## src/rtl/bp_pkg.sv

```systemverilog
// Shared constants for the fetch-stage branch predictor: counter encodings,
// reset/allocation counter values and the sequential PC increment.
package bp_pkg;

  typedef enum logic [1:0] {
    SNT = 2'b00,
    WNT = 2'b01,
    WT  = 2'b10,
    ST  = 2'b11
  } cnt_e;

  localparam cnt_e        CNT_RESET = WNT;
  localparam cnt_e        CNT_ALLOC = WT;
  localparam logic [31:0] PC_STEP   = 32'd4;

endpackage

```

## src/rtl/bp_sat_counter.sv

```systemverilog
// Next-state function of a 2-bit saturating branch counter.
module bp_sat_counter
  import bp_pkg::*;
(
  input  logic [1:0] cur,
  input  logic       taken,
  output logic [1:0] next
);

  // Step toward strongly-taken or strongly-not-taken, holding at either end
  always_comb begin
    next = cur;
    if (taken) begin
      if (cur != ST) next = cur + 2'd1;
    end else begin
      if (cur != SNT) next = cur - 2'd1;
    end
  end

endmodule

```

## src/rtl/branch_predictor.sv

```systemverilog
// Direct-mapped branch predictor with 2-bit counters and stored targets.
// Lookup is combinational from the flop table, so a same-cycle update on the
// same index is seen only on the following cycle.
module branch_predictor
  import bp_pkg::*;
#(
  parameter int ENTRIES = 16
) (
  input  logic        i_clk,
  input  logic        i_rst,
  input  logic [31:0] i_fetch_pc,
  output logic        o_pred_taken,
  output logic [31:0] o_next_pc,
  input  logic        i_upd_valid,
  input  logic [31:0] i_upd_pc,
  input  logic        i_upd_taken,
  input  logic [31:0] i_upd_target,
  input  logic        i_upd_pred_taken,
  input  logic [31:0] i_upd_pred_target,
  output logic        o_mispredict,
  output logic [31:0] o_recover_pc,
  output logic [31:0] o_stat_branches,
  output logic [31:0] o_stat_mispredicts
);

  localparam int IDX_W = $clog2(ENTRIES);
  localparam int TAG_W = 30 - IDX_W;

  logic             valid_q [ENTRIES];
  logic             valid_d [ENTRIES];
  logic [TAG_W-1:0] tag_q   [ENTRIES];
  logic [TAG_W-1:0] tag_d   [ENTRIES];
  logic [1:0]       cnt_q   [ENTRIES];
  logic [1:0]       cnt_d   [ENTRIES];
  logic [31:0]      tgt_q   [ENTRIES];
  logic [31:0]      tgt_d   [ENTRIES];

  logic [31:0] branches_q, branches_d;
  logic [31:0] mispredicts_q, mispredicts_d;

  logic [IDX_W-1:0] fetch_idx;
  logic [TAG_W-1:0] fetch_tag;
  logic             fetch_hit;
  logic [IDX_W-1:0] upd_idx;
  logic [TAG_W-1:0] upd_tag;
  logic             upd_hit;
  logic [1:0]       upd_cnt_next;

  assign fetch_idx = i_fetch_pc[IDX_W+1:2];
  assign fetch_tag = i_fetch_pc[31:IDX_W+2];
  assign fetch_hit = valid_q[fetch_idx] && (tag_q[fetch_idx] == fetch_tag);

  assign o_pred_taken = fetch_hit && cnt_q[fetch_idx][1];
  assign o_next_pc    = o_pred_taken ? tgt_q[fetch_idx] : (i_fetch_pc + PC_STEP);

  assign upd_idx = i_upd_pc[IDX_W+1:2];
  assign upd_tag = i_upd_pc[31:IDX_W+2];
  assign upd_hit = valid_q[upd_idx] && (tag_q[upd_idx] == upd_tag);

  assign o_mispredict = i_upd_valid &&
                        ((i_upd_taken != i_upd_pred_taken) ||
                         (i_upd_taken && (i_upd_pred_target != i_upd_target)));
  assign o_recover_pc = i_upd_taken ? i_upd_target : (i_upd_pc + PC_STEP);

  assign o_stat_branches    = branches_q;
  assign o_stat_mispredicts = mispredicts_q;

  bp_sat_counter u_sat_counter (
    .cur   (cnt_q[upd_idx]),
    .taken (i_upd_taken),
    .next  (upd_cnt_next)
  );

  // Train on a hit, allocate on a taken miss, ignore a not-taken miss
  always_comb begin
    valid_d = valid_q;
    tag_d   = tag_q;
    cnt_d   = cnt_q;
    tgt_d   = tgt_q;
    if (i_upd_valid) begin
      if (upd_hit) begin
        cnt_d[upd_idx] = upd_cnt_next;
        if (i_upd_taken) tgt_d[upd_idx] = i_upd_target;
      end else if (i_upd_taken) begin
        valid_d[upd_idx] = 1'b1;
        tag_d[upd_idx]   = upd_tag;
        cnt_d[upd_idx]   = CNT_ALLOC;
        tgt_d[upd_idx]   = i_upd_target;
      end
    end
  end

  // Saturating statistics counters
  always_comb begin
    branches_d    = branches_q;
    mispredicts_d = mispredicts_q;
    if (i_upd_valid && (branches_q != 32'hFFFF_FFFF)) branches_d = branches_q + 32'd1;
    if (o_mispredict && (mispredicts_q != 32'hFFFF_FFFF)) mispredicts_d = mispredicts_q + 32'd1;
  end

  // Table and statistics registers, cleared asynchronously by reset
  always_ff @(posedge i_clk or posedge i_rst) begin
    if (i_rst) begin
      for (int i = 0; i < ENTRIES; i++) begin
        valid_q[i] <= 1'b0;
        tag_q[i]   <= '0;
        cnt_q[i]   <= CNT_RESET;
        tgt_q[i]   <= '0;
      end
      branches_q    <= '0;
      mispredicts_q <= '0;
    end else begin
      valid_q       <= valid_d;
      tag_q         <= tag_d;
      cnt_q         <= cnt_d;
      tgt_q         <= tgt_d;
      branches_q    <= branches_d;
      mispredicts_q <= mispredicts_d;
    end
  end

endmodule

```

## config.mk

```make
export PLATFORM = sky130hd
export DESIGN_NAME = branch_predictor
export DESIGN_NICKNAME = d
export VERILOG_FILES = /design/src/rtl/bp_pkg.sv /design/src/rtl/bp_sat_counter.sv /design/src/rtl/branch_predictor.sv
export SDC_FILE = /design/constraint.sdc
export NUM_CORES = 2
export LEC_CHECK = 0
export CORE_MARGIN = 2
export CORE_UTILIZATION = 57
export DETAILED_ROUTE_END_ITERATION = 10
export PLACE_DENSITY_LB_ADDON = 0.2
export SYNTH_ARGS = -nofsm -noshare
export SYNTH_HDL_FRONTEND = slang
export SYNTH_SLANG_ARGS = --single-unit
```

## constraint.sdc

```tcl
create_clock -name i_clk -period 97.9 [get_ports i_clk]
set_clock_uncertainty 0.15 [all_clocks]
set_input_delay 14.685 -clock i_clk [delete_from_list [all_inputs] [get_ports i_clk]]
set_output_delay 14.685 -clock i_clk [all_outputs]
set_load 0.01 [all_outputs]
```

==> flow_summary.toml <==
[status]
status = "completed"

[critical_path]
crit_chain = "buf_8 -> buf_12 -> mux4_2 -> nor2b_1 -> a211oi_1 -> nor3_1 -> nor4_1 -> and4_2 -> mux2_2 -> clkdlybuf4s50_1"
slowest_stage = "and4_2"
crit_path_max_fanout = 99
crit_buf_inv = 3
reg2reg_from = "tag_q[318]"
cp.arrival_ns = 20.32
crit_type = "input pin to output pin"
rr_worst_depth = 10
reg2reg_to = "tag_q[415]"
critical-path-max-stage-delay_ns = 1.03
required_ns = 83.07
r2r_setup_slack_ns = 92.32
cp.depth = 10
critPathTopFamily = "buffers and inverters"
startpoint_type = "input pin"
endpoint_kind = "output pin"

[timing]
setup_tns_ns = 0
finalCritPeriodShare = 0.359
report.final.hold_viol_count = 0
rsz0062_at_grt = "no"
slew_violations = 0
tightest_slew_ns = 1.20
finalSetupViolCount = 0
post-route-min-period_ns = 35.15
hold_ws_ns = 0.336
max_slew_margin = 0.191
timing.fmax_mhz = 28.4

[floorplanning]
start_util = 0.576
coreArea_um2 = 93600
die_h_um = 312
rows = 112
io_pins = 263
dieWidth_um = 312
die-area_um2 = 97100

[synth]
synth-async-reset-ratio = 1.00
synth_top_cell_by_area = "dfrtp_1"
synth_edf_count = 0
yosysWarnings = 0
synthTopCellsByArea = "dfrtp_1 47%, mux2_2 16%, mux4_2 16%"
syn_inst = 3776
synth_most_common_cell = "dfrtp_1"
synth_top_area_frac = 0.475
yosys_register_bits = 1040
ys.flop_type = "dfrtp_1"
synth_common_cells = "1024 x dfrtp_1, 777 x mux2_2, 373 x mux4_2"
avgSynthCellArea_um2 = 14.3
syn_nets = 3916
seq_area_frac_synth = 0.483
synth.distinct_cells = 75
syn-cell-area_um2 = 54000

[global_route]
overflow = 0
antenna_found_initial = 14
grt_start_max_net_pins = 115
grt_pass1_wl_mm = 239
grt_pass1_vias = 35300
grtUsageTotal = 0.333

[min_path]
hold_end = "o_stat_mispredicts[27]"
min_path_cells = 1
hold_path_class = "flip-flop to flip-flop"
min_from = "o_stat_mispredicts[27]"

[clocking]
clk_pin_slew_ns = 0.06
cts_tree = "yes"
numClockSinks = 1040
root_buffer = "clkbuf_16"
htree_levels = 3
cts_setup_buffers = 0
cts_hold_buffers = 0
cts_buffers = 108
clkLatencyLatePin_ns = 0.70
clk_path_buf_depth = 3
post_cts_resized = 0

[route]
met1_length_mm = 66.0
drt_iter0_drc = 3937
wl_per_cell_um = 30.6
firstDrtPassIters = 9
drtAntennaViolNets = 0
vias_per_cell = 6.70
met2_length_mm = 71.0
routed_wl_mm = 160
topRoutingLayerUsed = "met5"
drc_errors = 0
dr_wl_met3_mm = 17.3
routed-via-count = 35000

[cells_and_area]
final_nets = 4020
syn_to_final_growth_pct = 13.1
multi_input_area_um2 = 26200
drive_above_1_share = 0.372
seq_area_um2 = 26000
final_util = 0.652
nFillCells = 6801
instances_no_fill = 5227
stdcell_area_um2 = 61000

[pwr]
peakVddDrop_uv = 15.4
p_leak_nw = 26.1
power_density_nw_per_um2 = 20.3

[job]
max-cap-violations = 0

[place]
post_dp_cell_area_um2 = 57300
placed_cells = 5024
io_buffer_count = 262
place_congestion = 0.994
hpwl_mm = 99.5
## stage by stage
step | setup WS (ns) | power (mW)
after global placement | 62.91 | 0.803
after floorplan | 53.82 | 0.732
after detailed placement | 62.87 | 0.812
after CTS | 62.84 | 1.24
after global routing | 62.48 | 1.29
final | 62.75 | 1.24
## sequential cells by signal (all words and copies together), names as in the netlist
| name | flops |
|---|---|
| tgt_q | 512 |
| tag_q | 416 |
| cnt_q | 32 |
| o_stat_branches | 32 |
| o_stat_mispredicts | 32 |
| valid_q | 16 |
## cell usage in the layout (no fill, tap or decap), types with 10 or more instances in the layout
cell and instances:
nor3_1 24, o22a_1 16, nand4_1 46, o21ai_0 65, clkinv_2 20, o21ai_1 10
mux2_1 197, xnor2_1 114, nor4_1 17, mux2_2 777, nand2b_1 16, a22oi_1 18
nand2_8 10, clkdlybuf4s50_1 254, nand2_1 112, nor2_1 89, and3_1 20, clkbuf_16 109
dfstp_2 16, xor2_1 75, o22ai_1 11, nor2_4 10, nand3_1 83, and4_1 13
dfrtp_1 1024, clkbuf_1 28, bufinv_16 11, inv_1 34, a221oi_1 10, a21oi_1 20
a211oi_1 10, clkbuf_8 24, mux2i_1 75, mux4_2 373, buf_4 83, nor2b_1 14
## cell families after synthesis
logic type	after synthesis	share of synthesized area
buffers and inverters	391	0.0334
XOR/XNOR	189	0.0307
AO/OA/AOI/OAI	221	0.0281
multiplexers	1422	0.373
adder cells (fa/ha/maj)	8	0.00181
flip-flops	1040	0.483
AND/OR/NAND/NOR	505	0.0504
## worst register-to-register path, delay by kind of cell, from the launching register on
family / cells / cell delay [ns]
compound gates: 1 / 0.37
xor+xnor: 1 / 0.48
buf+inv: 1 / 0.49
flops: 1 / 0.41
mux: 3 / 1.34
simple gates: 4 / 2.21
## final cells by class
class,count,area share
clock buffer,161,0.0519
tap,1254,0.0257
clock inverter,38,0.00890
multi-input combinational,2345,0.430
antenna,4,0.000164
sequential,1040,0.427
timing repair buffer,347,0.0541
inverter,38,0.00246
## worst max path at each step
| stage | slack, ns | to | startpoint |
|---|---|---|---|
| 4_1_cts | 62.84 | o_next_pc[8] | i_fetch_pc[2] |
| 6_report | 62.75 | o_next_pc[8] | i_fetch_pc[2] |
| 3_5_place_dp | 62.87 | o_next_pc[8] | i_fetch_pc[2] |
| 3_3_place_gp | 62.91 | o_next_pc[8] | i_fetch_pc[2] |
| 2_1_floorplan | 53.82 | cnt_q[11] | i_rst |
| 5_1_grt | 62.48 | o_next_pc[8] | i_fetch_pc[2] |
## per-layer routing
layer	vias to the layer above	global-route usage
met5	-	0
met1	18600	0.479
met2	1695	0.487
li1	14300	-
met4	10	0.110
met3	367	0.0979
## power by group
part | internal [mW] | switching, mW
sequential | 0.511 | 0.0519
combinational | 0.140 | 0.107
clock | 0.253 | 0.176
No activity file was read; power rests on OpenSTA's default activity.
